$ cat src/rtl/integer_unit_arbiter.sv
// Round-robin share of one registered integer ALU between two requesters,
// with per-requester one-entry hold buffers for response backpressure.
package integer_unit_pkg;

  localparam logic [3:0] ALU_ADD = 4'd0;
  localparam logic [3:0] ALU_SUB = 4'd1;
  localparam logic [3:0] ALU_SLL = 4'd2;
  localparam logic [3:0] ALU_SLT = 4'd3;
  localparam logic [3:0] ALU_SLTU = 4'd4;
  localparam logic [3:0] ALU_XOR = 4'd5;
  localparam logic [3:0] ALU_SRL = 4'd6;
  localparam logic [3:0] ALU_SRA = 4'd7;
  localparam logic [3:0] ALU_OR = 4'd8;
  localparam logic [3:0] ALU_AND = 4'd9;

endpackage

module integer_unit_arbiter
  import integer_unit_pkg::*;
#(
  parameter int XLEN = 32
) (
  input  logic                 clk,
  input  logic                 rstn,
  input  logic [1:0]           i_req_valid,
  output logic [1:0]           o_req_ready,
  input  logic [1:0][XLEN-1:0] i_req_rs1,
  input  logic [1:0][XLEN-1:0] i_req_rs2,
  input  logic [1:0][XLEN-1:0] i_req_imm,
  input  logic [1:0]           i_req_imm_sel,
  input  logic [1:0][3:0]      i_req_op,
  output logic [1:0]           o_rsp_valid,
  input  logic [1:0]           i_rsp_ready,
  output logic [1:0][XLEN-1:0] o_rsp_data,
  output logic [1:0]           o_rsp_zero,
  output logic [XLEN-1:0]      o_alu_rs1,
  output logic [XLEN-1:0]      o_alu_rs2,
  output logic [XLEN-1:0]      o_alu_imm,
  output logic                 o_alu_imm_sel,
  output logic [3:0]           o_alu_op,
  input  logic [XLEN-1:0]      i_alu_res_data,
  input  logic                 i_alu_res_zero
);

  logic                 last;
  logic                 infl_v;
  logic                 infl_id;
  logic [1:0]           hold_v;
  logic [1:0][XLEN-1:0] hold_data;
  logic [1:0]           hold_zero;

  logic [1:0] own;
  logic [1:0] stall;
  logic [1:0] elig;
  logic [1:0] cand;
  logic       gnt_v;
  logic       g;

  // A stalled result occupies its owner until accepted
  always_comb begin
    own   = '0;
    stall = '0;
    elig  = '0;
    for (int i = 0; i < 2; i++) begin
      own[i]   = infl_v && (infl_id == 1'(i));
      stall[i] = own[i] && !i_rsp_ready[i];
      elig[i]  = !hold_v[i] && !stall[i];
    end
  end

  assign cand  = i_req_valid & elig;
  assign gnt_v = |cand;

  always_comb begin
    g = 1'b0;
    unique case (1'b1)
      (cand == 2'b11): g = ~last;
      (cand == 2'b10): g = 1'b1;
      (cand == 2'b01): g = 1'b0;
      default:         g = 1'b0;
    endcase
  end

  assign o_req_ready[0] = gnt_v && !g;
  assign o_req_ready[1] = gnt_v && g;

  always_comb begin
    o_alu_rs1     = '0;
    o_alu_rs2     = '0;
    o_alu_imm     = '0;
    o_alu_imm_sel = 1'b0;
    o_alu_op      = ALU_ADD;
    if (gnt_v) begin
      o_alu_rs1     = i_req_rs1[g];
      o_alu_rs2     = i_req_rs2[g];
      o_alu_imm     = i_req_imm[g];
      o_alu_imm_sel = i_req_imm_sel[g];
      o_alu_op      = i_req_op[g];
    end
  end

  always_comb begin
    o_rsp_valid = '0;
    o_rsp_data  = '0;
    o_rsp_zero  = '0;
    for (int i = 0; i < 2; i++) begin
      if (hold_v[i]) begin
        o_rsp_valid[i] = 1'b1;
        o_rsp_data[i]  = hold_data[i];
        o_rsp_zero[i]  = hold_zero[i];
      end else if (own[i]) begin
        o_rsp_valid[i] = 1'b1;
        o_rsp_data[i]  = i_alu_res_data;
        o_rsp_zero[i]  = i_alu_res_zero;
      end
    end
  end

  always_ff @(posedge clk or negedge rstn) begin
    if (!rstn) begin
      last      <= 1'b1;
      infl_v    <= 1'b0;
      infl_id   <= 1'b0;
      hold_v    <= '0;
      hold_data <= '0;
      hold_zero <= '0;
    end else begin
      infl_v  <= gnt_v;
      infl_id <= g;
      if (gnt_v) begin
        last <= g;
      end
      for (int i = 0; i < 2; i++) begin
        if (stall[i] && !hold_v[i]) begin
          hold_v[i]    <= 1'b1;
          hold_data[i] <= i_alu_res_data;
          hold_zero[i] <= i_alu_res_zero;
        end else if (hold_v[i] && i_rsp_ready[i]) begin
          hold_v[i] <= 1'b0;
        end
      end
    end
  end

endmodule

$ cat config.mk
export PLATFORM = sky130hd
export DESIGN_NAME = integer_unit_arbiter
export DESIGN_NICKNAME = d
export VERILOG_FILES = /design/src/rtl/integer_unit_arbiter.sv
export SDC_FILE = /design/constraint.sdc
export NUM_CORES = 1
export LEC_CHECK = 0
export CAP_MARGIN = 20
export CORE_AREA = 5 5 156 158
export DETAILED_ROUTE_END_ITERATION = 8
export DIE_AREA = 0 0 161 163
export GPL_ROUTABILITY_DRIVEN = 0
export PLACE_DENSITY = 0.69
export SYNTH_ARGS = -nofsm -noshare
export SYNTH_HDL_FRONTEND = slang
export SYNTH_SLANG_ARGS = --single-unit
$ cat constraint.sdc
create_clock -name clk -period 1.9 [get_ports clk]
set_input_delay 0.38 -clock clk [delete_from_list [all_inputs] [get_ports clk]]
set_output_delay 0.38 -clock clk [all_outputs]
set_load 0.05 [all_outputs]
; Yosys cells after proc, flatten, opt, wreduce, memory -nomap -nowiden
; Cells that the tools add are included.
[classes]
eq_ne = 2
bitwise_logic = 3
n_lt_le_gt_ge = 1
reduce_logical = 22
mux = 32
[op_table]
columns = cell, count
row1 = $mux 32, 13
row2 = $mux 1, 15
row3 = $logic_and 1x1->1, 12
row4 = $mux 4, 3
row5 = $logic_not 1->1, 7
row6 = $eq 2x2->1 const B, 2
row7 = $reduce_bool 2->1, 2
row8 = $and 2x2->2, 1
row9 = $lt 1x2->1 const B, 1
row10 = $not 1->1, 2
row11 = $pmux 1 s2, 1
row12 = $reduce_or 2->1, 1
[word_totals]
input_bits = 241
elab_cells = 69
out_inout_bits = 171
regBits = 71

; Logic depth before layout (Yosys ltp)
; Gate-level depths: netlist of the first run.
[depth]
depth_word = 11
depth_mapped = 7
ltp_nobuf = 3

; Worst setup path before layout of the first run
; Ideal clock, no wire load.
[synth_path]
path_type = register to output
start = reg hold_v[0]
end = out o_alu_rs1[22]
n_path_buf = 2
stages_incl_launch_ff = 6
arrival_time_ns = 2.178
path_slack_ns = -0.658
required_ns = 1.520
path_cell_list = dfrtp_1 -> clkbuf_1 -> nor2b_1 -> o311a_1 -> clkbuf_1 -> a22o_1
[synth_via]
elab_chain_len = 8
word_cells_on_any_way = 10
cone_classes = 2 x eq/ne / 4 x mux / 1 x bitwise / 3 x reduce/logical
[synth_lines]
columns = item, line_no
row1 = from (decl), 48  ; logic [1:0] hold_v;
row2 = from (signal assigned), 124  ; hold_v <= '0;
row3 = "from (signal, indexed assignment)", 135  ; hold_v[i] <= 1'b1;
row4 = "from (signal, indexed assignment)", 139  ; hold_v[i] <= 1'b0;
row5 = $logic_not 1->1 *, 67  ; elig[i] = !hold_v[i] && !stall[i];
row6 = $logic_and 1x1->1 *, 67
row7 = $and 2x2->2 *, 71  ; assign cand = i_req_valid & elig;
row8 = $eq 2x2->1 (on tied branches), "78, 77"
row9 = $pmux 1 s2, 76  ; unique case (1'b1)
row10 = $mux 32 (not written as such) (2 in a row), 94  ; o_alu_rs1 = i_req_rs1[g];
row11 = $mux 32 *, 93  ; if (gnt_v) begin
row12 = to (decl), 36  ; output logic [XLEN-1:0] o_alu_rs1,
; Mark *: on every way between the ends. The rest lies on a longest branch, timed or not. The select of a mux whose other input is x is not followed.

; Worst setup path in the final report of the first run
[layout_path]
start = reg infl_id
end = out o_alu_rs2[25]
[layout_via]
elab_chain_len = 11
word_cells_on_any_way = 17
cone_classes = 2 x eq/ne / 4 x mux / 2 x bitwise / 9 x reduce/logical
[layout_lines]
columns = item, line_no
row1 = from (decl), 47  ; logic infl_id;
row2 = from (signal assigned), 129  ; infl_id <= g;
row3 = $not 1->1, 65  ; own[i] = infl_v && (infl_id == 1'(i));
row4 = $logic_and 1x1->1, 65
row5 = $logic_and 1x1->1, 66  ; stall[i] = own[i] && !i_rsp_ready[i];
row6 = $logic_not 1->1, 67
row7 = $logic_and 1x1->1, 67
row8 = $and 2x2->2 *, 71
row9 = $eq 2x2->1 (on tied branches), "78, 77"
row10 = $pmux 1 s2, 76
row11 = $mux 32 (not written as such) (2 in a row), 95  ; o_alu_rs2 = i_req_rs2[g];
row12 = $mux 32 *, 93
row13 = to (decl), 37  ; output logic [XLEN-1:0] o_alu_rs2,
; Marks and branches as above.

==> results of run 1 <==
## cells by family after synthesis
family / after synthesis / share of synthesized area, %
AOI/OAI and AO/OA: 172 / 34.41
buffers and inverters: 44 / 5.763
DFF: 71 / 40.54
muxes: 67 / 17.20
and+or+nand+nor: 14 / 2.083
## layer usage
| metal | share of wire [%] | track usage [%] | routed length, um | vias to the layer above |
|---|---|---|---|---|
| met4 | 2.6 | 5.467 | 842 | 2 |
| met3 | 8.2 | 7.137 | 2604 | 46 |
| met2 | 48 | 35.40 | 15440 | 274 |
| li1 | - | - | - | 2438 |
| met1 | 41 | 27.25 | 13050 | 2761 |
| met5 | 0.028 | 0 | 9 | - |
## path summary, 6_finish.rpt
kind | from | cells after the start | to
setup / recovery | infl_id | 6 | o_alu_rs2[25]
hold / removal | rstn | 2 | hold_data[18]
setup reg to reg | hold_v[1] | 8 | hold_zero[1]
hold reg to reg | hold_data[0] | 1 | hold_data[0]
max in group asynchronous | rstn | 2 | last
min in group clk | i_rsp_ready[0] | 2 | hold_v[0]
## timing repair
action / in CTS / in global routing
pin swaps: 13 / 15
cloned: 10 / 14
hold endpoints to repair: 0 / 0
buffers inserted: 14 / 10
setup endpoints to repair: 200 / 204
gates resized for setup: 83 / 121
## final cells by class
type                            count  area [um^2]  area share [%]
Timing Repair Buffer              491         7108           53.35
Multi-Input combinational cell    254         3786           28.42
Sequential cell                    71         1779           13.35
Tap cell                          290        362.8           2.724
Clock buffer                       12        256.5           1.925
Clock inverter                      4        30.03          0.2254
## worst max-delay path, cell delays in order (launching register included)
cell and delay (ns):
dfrtp_1 0.40, buf_6 0.13, and3b_2 0.25, o311a_4 0.39, buf_12 0.22, a22o_4 0.30
buf_12 0.17
## registers in the layout (all words and copies together), names as in the netlist
name / cells
hold_data: 64
hold_v: 2
hold_zero: 2
infl_id: 1
infl_v: 1
last: 1
## cells in the mapped netlist
| cell | number | area [um^2] |
|---|---|---|
| clkbuf_1 | 16 | 60.06 |
| mux2_2 | 67 | 754.5 |
| a311oi_1 | 1 | 8.760 |
| and3b_1 | 2 | 17.52 |
| nor3_2 | 1 | 10.01 |
| a22o_1 | 167 | 1463 |
| buf_4 | 1 | 7.510 |
| dfrtp_1 | 70 | 1752 |
| buf_2 | 19 | 95.09 |
| o311a_1 | 1 | 10.01 |
| o21ai_0 | 1 | 5.000 |
| or3b_1 | 1 | 8.760 |
| nor2b_1 | 4 | 25.02 |
| dfstp_2 | 1 | 26.28 |
| nand2_1 | 1 | 3.750 |
| a21o_1 | 1 | 7.510 |
| a311oi_2 | 1 | 15.01 |
| nand2b_1 | 3 | 18.77 |
| buf_6 | 8 | 90.09 |
| nor2_1 | 2 | 7.510 |
## per-stage QoR
stage                     setup WS [ns]  std cells  hold slack, ns  setup TNS, ns  total power, mW
final                           -0.7010       1122         0.05062         -94.91            15.80
after global routing            -0.7401       1122         0.09383        -105.59            16.29
after detailed placement         -1.117       1065          0.4446        -102.68            12.36
after CTS                       -0.7200       1105         0.07280         -90.86            14.84
after global placement           -1.158       1065          0.4435        -105.20            12.25
after floorplan                 -0.2621        368         0.08441         -23.48            7.453
## power by group
part	total [mW]	internal (mW)	switching [mW]
combinational	11.3	6.04	5.31
sequential	2.81	2.24	0.576
clock	1.64	0.958	0.682
==> flow_summary_export.csv, run 1 <==
group,metric,value,unit
status,status,"finished, violations left",
status,violations,"setup timing",
timing,layout_setup_ws,-0.7010,ns
timing,setup_violations,202,
timing,finClkSkew,0.008607,ns
timing,min_period,2.601,ns
setup_path,reg2reg_slack,-0.12,ns
setup_path,cp.arrival,2.22,ns
drt,final_antenna_net_count,0,
job,drv_cap,0,
yosys,syn_inst,368,
timing,drv_slew,0,
drt,wl_per_cell,28.47,um
power,leakagePower,5.765,nW
timing,timing_hold_violations_final,0,
clock_tree,htree_levels,3,
setup_path,required,1.52,ns
clock_tree,clockBufferDepth,2,
die,die_area,26240,um^2
die,num_io_pins,412,
finish,stdcell_area,13320,um^2
setup_path,crit_type,"reg -> out",
finish,layout.nets,1068,
finish,n_fill_cell,1737,
yosys,syn_nets,609,
timing,max-slew-margin-rel,72.35,%
clock_tree,root_buffer,"clkbuf_16",
timing,rsz0062_at_grt,"true",
die,start_util,19.08,%
clock_tree,clkTransAtPathRegs,0.06,ns
setup_path,cp_max_fo,37,
global_routing,grt_pass1_wl,41.27,mm
yosys,synth_cell_types,20,
drt,dr.first_iter.drc_count,307,
power,peakVddDrop,0.001027,V
min_path,min_path_type,"in -> async",
drt,viasPerCell,4.921,
global_routing,antenna_found_initial,1,
setup_path,worst_setup_path_end_kind,"output pin",
global_routing,grt_overflow_total,0,
placed_design,place_area,11190,um^2
timing,post-route-period-util,136.9,%
clock_tree,cts_tree,"done",
finish,postLayoutCoreUtil,57.97,%
timing,fmax,384.5,MHz
drt,routed-via-count,5521,
setup_path,crit_path_start_kind,"flop",
finish,antenna_cells,0,
finish,final_common_cell,"clkdlybuf4s50_1",
drt,first_pass_iters,4,
finish,area_growth,203.8,%
drt,routed_wl,31.95,mm
timing,tightest_slew,0.4147,ns
finish,layout_common_cells,"clkdlybuf4s50_1 (237), buf_12 (193), a22o_4 (131)",
yosys,yosysSeqAreaShare,40.54,%
yosys,synth_seq_cells,71,
yosys,yosysWarningCount,0,
yosys,synth.cell_area,4385,um^2
placed_design,port-buffer-count,411,
die,die_h,163,um
die,placementRows,56,
clock_tree,hold_buffers,0,
drt,remaining_drc_errors,0,
clock_tree,cts_made_buffers,9,
clock_tree,clock_latency,0.34,ns
placed_design,dp_hpwl,22.41,mm
clock_tree,clock_sinks,71,
global_routing,grt_max_degree,72,
yosys,syn_area_per_cell,11.92,um^2
die,core_area,22980,um^2
global_routing,grt.total_usage,21.49,%
die,die_x,161,um
finish,drive_above_1_share,62.02,%
global_routing,grt_pass1_vias,5710,
power,power_density,1186,nW/um^2
Power figures use the tool's default switching activity.
==> run 2, diff against run 1 <==
CAP_MARGIN = unset   (was 20)
GPL_TIMING_DRIVEN = 0   (was unset)
==> run 2 against run 1 <==
The flow still finishes with violations (setup timing). First-iteration DRC count is 41% lower. Clock power is 19% higher. Hold slack better by 0.34 ns. Sequential cell count stayed put. Sequential share of layout area is 2.8 points higher. Cell area is 17% lower. Core utilization is 10 points lower. Power is 16% lower. Fmax is 0.64% higher. Highest routed layer is now met4. Combinational power is 23% lower. Final cell count is 1.3% lower. Clock skew is 0.00051 ns higher.
==> flow_summary_export.csv, run 2 (same netlist as run 1, synthesis figures left out) <==
group,metric,value,unit
setup_path,crit_type,"reg -> out",
die,placementRows,56,
global_routing,grt.total_usage,19.52,%
finish,fin_cells,1107,
clock_tree,cts_made_buffers,9,
global_routing,grt_max_degree,70,
global_routing,grt_overflow_total,0,
timing,min_period,2.584,ns
finish,regMostFlops,"hold_data",
setup_path,cp.arrival,2.20,ns
drt,final_antenna_net_count,0,
power,peakVddDrop,0.0008495,V
die,start_util,19.08,%
finish,largest_reg_flops,64,
clock_tree,cts_tree,"done",
drt,first_pass_iters,4,
power,leakagePower,4.799,nW
drt,routed-via-count,5196,
setup_path,critPathMaxStageDelay,0.43,ns
die,die_area,26240,um^2
timing,rsz0062_at_grt,"true",
finish,layout_common_cells,"clkdlybuf4s50_1 (237), a22o_2 (102), buf_8 (76)",
timing,holdWs,0.3857,ns
finish,area_growth,151.2,%
power,power,13.30,mW
timing,setup_violations,218,
drt,wl_per_cell,25.09,um
status,violations,"setup timing",
global_routing,antenna_found_initial,0,
timing,layout_setup_ws,-0.6845,ns
finish,final_common_cell,"clkdlybuf4s50_1",
drt,viasPerCell,4.694,
placed_design,port-buffer-count,411,
setup_path,cp_cell_sequence,"or3b_4, a311oi_4, buf_6, buf_12, buf_8, a22o_2, buf_12",
timing,drv_slew,0,
finish,antenna_cells,0,
clock_tree,clock_sinks,71,
setup_path,worst_setup_path_end_kind,"output pin",
setup_path,critPathSlowestCell,"or3b_4",
timing,max-slew-margin-rel,63.35,%
timing,fmax,386.9,MHz
clock_tree,clockBufferDepth,2,
setup_path,crit_family,"buffers and inverters",
drt,dr.first_iter.drc_count,181,
setup_path,cpMostUsedCell,"buf_12",
timing,finClkSkew,0.009112,ns
clock_tree,htree_levels,3,
status,status,"finished, violations left",
die,die_x,161,um
drt,remaining_drc_errors,0,
timing,post-route-period-util,136.0,%
die,num_io_pins,412,
finish,drive_above_1_share,59.85,%
setup_path,critical_path_buf_inv_count,4,
setup_path,cp_max_fo,10,
finish,regArea,1779,um^2
die,core_area,22980,um^2
finish,reg.largest.list,"hold_data: 64 flops, hold_v: 2 flops, hold_zero: 2 flops",
timing,tightest_slew,0.5489,ns
clock_tree,root_buffer,"clkbuf_16",
global_routing,grt_pass1_wl,38.17,mm
drt,routed_wl,27.77,mm
finish,n_fill_cell,2110,
finish,multiInputGateArea,3055,um^2
placed_design,post-place-ws,-1.984,ns
global_routing,grt_pass1_vias,5491,
setup_path,crit_path_start_kind,"flop",
die,die_h,163,um
timing,fin_setup_tns,-83.96,ns
timing,timing_hold_violations_final,0,
placed_design,place_inst,1070,
finish,layout.nets,1054,
placed_design,dp_hpwl,22.21,mm
clock_tree,clock_latency,0.34,ns
setup_path,required,1.52,ns
power,power_density,1207,nW/um^2
clock_tree,clkTransAtPathRegs,0.06,ns
job,drv_cap,0,
min_path,min_path_type,"in -> async",
[run 2: cell count changes in the layout (fill, tap and decap cells not counted), sizes merged, moves of 2 or more]
cell / before / now
clkdlybuf4s15: 1 / 9
bufinv: 0 / 3
buf: 238 / 185
clkbuf: 24 / 53
bufbuf: 2 / 0
[run 2: stage by stage]
step	utilization [%]	cell area (um^2)
3_5_place_dp	40.47	9300
3_3_place_gp	40.36	9275
6_report	47.93	11010
2_1_floorplan	-	4798
4_1_cts	45.92	10550
5_1_grt	47.93	11010
[run 2: repair_timing]
action | 4_1_cts | 5_1_grt
buffers inserted | 5 | 9
pin swaps | 7 | 14
setup endpoints to repair | 232 | 231
cloned | 4 | 4
endpoints found under the hold margin | 2 | 0
resized for setup | 1066 | 326
hold buffers | 1 | 0
[run 2: worst paths after layout]
path                           startpoint       endpoint  slack (ns)  depth (start not counted)
min in group clk           i_rsp_ready[1]      hold_v[1]        0.41                          2
hold / removal                       rstn  hold_data[18]        0.39                          2
setup / recovery                   infl_v   o_alu_rs2[7]       -0.68                          7
hold reg to reg             hold_data[50]  hold_data[50]        0.51                          1
setup reg to reg                hold_v[1]  hold_data[32]       -0.07                          7
max in group asynchronous            rstn           last        0.95                          3
[run 2: where the power goes]
| part | switching [mW] | leakage [nW] | internal, mW | total [mW] |
|---|---|---|---|---|
| registers | 0.413 | 0.839 | 2.23 | 2.64 |
| clock network | 0.673 | 0.163 | 1.28 | 1.95 |
| logic | 4.71 | 3.80 | 3.99 | 8.70 |
| total | 5.79 | 4.80 | 7.50 | 13.3 |
[run 2: layout make-up]
class | count | share of cell area, %
buffer | 43 | 4.782
clock buffer | 10 | 2.079
clock inverter | 5 | 0.9769
multi-input combinational | 253 | 27.74
sequential | 71 | 16.15
tap | 290 | 3.294
timing repair buffer | 435 | 44.97
[run 2: per-layer routing]
layer  global-route usage (%)  up-vias  wire, um
li1                         -     2387         -
met1                    26.14     2564     12030
met2                    30.85      225     13080
met3                    6.631       20      2261
met4                    3.955        0       403
met5                        0        -         0
==> patch 1 (flow settings as in run 2) <==
`XLEN`: 32 -> 24.
--- a/src/rtl/integer_unit_arbiter.sv
+++ b/src/rtl/integer_unit_arbiter.sv
@@ -18,7 +18,7 @@
 module integer_unit_arbiter
   import integer_unit_pkg::*;
 #(
-  parameter int XLEN = 32
+  parameter int XLEN = 24
 ) (
   input  logic                 clk,
   input  logic                 rstn,
Ports: changed (8 resized); port bits go from 412 to 316. No check against the original RTL was run, so the function may have changed too.
==> patch 1 against run 2 <==
The flow still finishes with violations (setup timing); final area down 19%; final cell count fell by 16%; sequential cell count is 16 lower; total power fell by 24%; synthesized area decreased by 23%; synthesized cell count is 22% lower; clock skew is 3.6 ps lower; non-clock buffer count down 97; combinational power down 19%; critical path depth did not move; wire length is 24% lower; setup slack better by 62 ps; critical path type unchanged.
==> patch 1: results (changes against run 2) <==
| Metric | Value |
|---|---|
| Pleak | `0.00393 uW (was 0.00480 uW)` |
| P_seq | `2040 uW (was 2640 uW)` |
| Met2 Track Usage GR | `26.3% (was 30.9%)` |
| Switching Share | `44.5% (was 43.6%)` |
| Htree depth | `2 (was 3)` |
| Initial antenna violation count | `2 (was 0)` |
| Vias | `4074 (was 5196)` |
| Post-synthesis sequential area ratio | `40.9% (was 40.5%)` |
| Post-DP Area | `0.00766 mm2 (was 0.00930 mm2)` |
| Initial DRC Count | `158 (was 181)` |
| Post-layout util | `39.0% (was 47.9%)` |
| Synth Net Count | `471 (was 609)` |
| Setup slack after layout | `-623 ps (was -684 ps)` |
| CTS Buf Count | `5 (was 9)` |
| Failing checks | `setup timing (unchanged)` |
| Placed Instances | `892 (was 1070)` |
| Worst EP arrival | `2140 ps (was 2200 ps)` |
| Setup violations, final | `172 (was 218)` |
| Synth top cells by count | `a22o_1 (127), dfrtp_1 (54), mux2_2 (51), clkbuf_1 (16), buf_2 (15) (was a22o_1 (167), dfrtp_1 (70), mux2_2 (67), buf_2 (19), clkbuf_1 (16))` |
| Post-Place Worst Slack | `-1830 ps (was -1980 ps)` |
| Status | `finished with violations (unchanged)` |
| Met1 usage | `17.2% (was 26.1%)` |
| Post-synthesis compound-gate area fraction | `34.4% (about the same)` |
| Routed WL | `21.1 mm (was 27.8 mm)` |
| Fraction of layout instances using a drive strength above 1 | `60.2% (was 59.9%)` |
| Clock Power Share | `9.2% (was 14.7%)` |
| Largest net degree at the start of global routing | `33 (was 70)` |
| Fin nets | `825 (was 1054)` |
| Post_cts resized | `906 (was 1066)` |
| WL per Instance | `22.6 um (was 25.1 um)` |
| Fill cell count | `2204 (was 2110)` |
[patch 1: worst paths after layout]
| path | startpoint | end | slack [ps] | cells after the start |
|---|---|---|---|---|
| max | infl_id$_DFF_PN0_ | o_alu_rs1[6] | -620 | 7 |
| min | rstn | hold_data[18]$_DFFE_PN0P_ | 90 | 1 |
| max reg2reg | infl_id$_DFF_PN0_ | hold_data[17]$_DFFE_PN0P_ | -230 | 5 |
| min reg2reg | hold_data[15]$_DFFE_PN0P_ | hold_data[15]$_DFFE_PN0P_ | 510 | 1 |
| max in group asynchronous | rstn | last$_DFFE_PN1P_ | 1170 | 2 |
| min in group clk | i_rsp_ready[0] | hold_v[0]$_DFFE_PN0P_ | 450 | 2 |
[patch 1: area by class of cell]
class / instances / share of cell area, %
Antenna cell: 1 / 0.0279
Tap cell: 290 / 4.05
Sequential cell: 55 / 15.4
Timing Repair Buffer: 349 / 44.0
Clock inverter: 3 / 0.224
Buffer: 32 / 5.03
Clock buffer: 5 / 1.40
Multi-Input combinational cell: 197 / 29.9
==> patch 2 (flow settings as in run 2) <==
Made on the original files. Reset style: synchronous (`rstn`), changed in one clocked block.
--- a/src/rtl/integer_unit_arbiter.sv
+++ b/src/rtl/integer_unit_arbiter.sv
@@ -116,7 +116,7 @@
     end
   end
 
-  always_ff @(posedge clk or negedge rstn) begin
+  always_ff @(posedge clk) begin
     if (!rstn) begin
       last      <= 1'b1;
       infl_v    <= 1'b0;
Formal check against the unedited RTL: differs if rstn is asserted again (counterexample within 4 cycles, from zero or initial values and one cycle with rstn low); with rstn held inactive, the same outputs for 4 cycles.
==> patch 2 against run 2 <==
Non-clock buffer count increased by 20; wire length is 18% higher; critical endpoint is now o_alu_rs1[15]; hold slack improved by 73 ps; highest routed layer is now met5; setup slack better by 5.6 ps; synthesized area shrank 3.2%; the run still ends with setup timing left; clock skew shrank 4.0 ps; final area up 0.37%; synthesized cell count up 42%; sequential cell count is the same; register-to-register slack improved by 220 ps.
Power is not compared: it rests on default switching activity, and its combinational part moved more than twofold at a synthesized area within 25%.
==> patch 2: results (changes against run 2) <==
| Metric | Value |
|---|---|
| Fill cell count | `2077 (was 2110)` |
| Synth top cells by count | `a22o_1 (167), dfxtp_1 (71), nand2_1 (67), o21ai_0 (67), nand3_1 (66) (was a22o_1 (167), dfrtp_1 (70), mux2_2 (67), buf_2 (19), clkbuf_1 (16))` |
| Setup violations, final | `165 (was 218)` |
| Status | `finished with violations (unchanged)` |
| Fraction of layout instances using a drive strength above 1 | `37.8% (was 59.9%)` |
| Largest net degree at the start of global routing | `12 (was 70)` |
| Synthesized area per cell | `8.10 um2 (was 11.9 um2)` |
| Hold slack | `459 ps (was 386 ps)` |
| DR WL met2 | `14.9 mm (was 13.1 mm)` |
| HPWL Detailed | `25.9 mm (was 22.2 mm)` |
| M1 wire length | `13.5 mm (was 12.0 mm)` |
| Failing checks | `setup timing (unchanged)` |
| Clk pin slew, worst setup/hold paths | `60 ps (about the same)` |
| Met3 Track Usage GR | `9.47% (was 6.63%)` |
| TNS Setup | `-69230 ps (was -83960 ps)` |
| Yosys cell types | `22 (was 20)` |
| Met2 Track Usage GR | `35.2% (was 30.9%)` |
| Ys flop type | `dfxtp_1 (was dfrtp_1)` |
| HP Class | `flop to flop (was primary input to asynchronous set/reset pin)` |
| Fin nets | `1209 (was 1054)` |
| Slew headroom | `58.7% (was 63.3%)` |
| Fraction of registers with async set/reset | `0% (was 100%)` |
| Synth Net Count | `765 (was 609)` |
| Area contributors post-synth | `a22o_1 (34%), dfxtp_1 (33%), o21ai_0 (7.9%) (was dfrtp_1 (40%), a22o_1 (33%), mux2_2 (17%))` |
| Routed WL | `32.8 mm (was 27.8 mm)` |
| Met1 usage | `29.5% (was 26.1%)` |
| Setup slack, reg-to-reg | `150 ps (was -70 ps)` |
| Met3 Routed Length | `3.65 mm (was 2.26 mm)` |
| Vias in the first global route | `6328 (was 5491)` |
| R2r endpoint | `hold_data[43]$_SDFFE_PN0P_ (was hold_data[32]$_DFFE_PN0P_)` |
| Input/output buffers | `410 (was 411)` |
| First-pass GRT wire length | `44.5 mm (was 38.2 mm)` |
| Setup slack after layout | `-679 ps (was -684 ps)` |
| Vias | `6468 (was 5196)` |
| Post-DP Area | `0.00916 mm2 (was 0.00930 mm2)` |
| Post-synthesis sequential area ratio | `33.5% (was 40.5%)` |
| Initial antenna violation count | `7 (was 0)` |
| DRT Pass-1 Iters | `5 (was 4)` |
| Top routing layer used | `met5 (was met4)` |
| Post-Place Worst Slack | `-1980 ps (about the same)` |
[patch 2: changes by cell type after synthesis, sizes merged, moves of 3 or more]
cell,change
dfxtp,+71
dfrtp,-70
mux2,-67
nand2,+66
nand3,+66
o21ai,+66
clkbuf,+30
buf,-9
nor2b,-3
[patch 2: repair_timing]
action / in CTS / in global routing
cloned: 0 / 4
pin swaps: 10 / 24
gates resized for setup: 1060 / 456
buffers inserted: 2 / 17
endpoints found under the setup margin: 230 / 231
[patch 2: power groups by stage]
stage	registers, uW	logic, uW	clock network, uW
2_1_floorplan	1590	1850	0
3_3_place_gp	1600	3300	0
3_5_place_dp	1600	3300	0
4_1_cts	1570	3700	1700
5_1_grt	1570	4250	1760
6_report	1570	4130	1690
[patch 2: how the worst max path moves through the flow]
| stage | end | depth (start not counted) | startpoint |
|---|---|---|---|
| floorplan | o_alu_rs1[22] | 5 | i_rsp_ready[0] |
| global placement | o_alu_rs1[14] | 7 | i_rsp_ready[1] |
| detailed placement | o_alu_rs1[14] | 7 | i_rsp_ready[1] |
| CTS | o_alu_rs2[15] | 7 | infl_v$_SDFF_PN0_ |
| global route | o_alu_rs1[15] | 7 | infl_v$_SDFF_PN0_ |
| finish | o_alu_rs1[15] | 7 | infl_v$_SDFF_PN0_ |
[patch 2: worst max-delay path, cell delays in order, from the launching register on]
cell and delay, ps:
dfxtp_4 370, or3b_4 410, a311oi_4 240, buf_6 180
buf_12 150, buf_12 160, a22o_4 190, buf_8 150
[patch 2: area by class of cell]
type	count	area (um2)	area share (%)
diodes	3	7.51	0.0679
plain buffers	65	622	5.62
clock buffers	12	246	2.23
clock inverters	4	45.0	0.407
multi-input cells	388	3410	30.9
flip-flops and latches	71	1430	12.9
well taps	290	363	3.28
repair buffers	433	4930	44.6
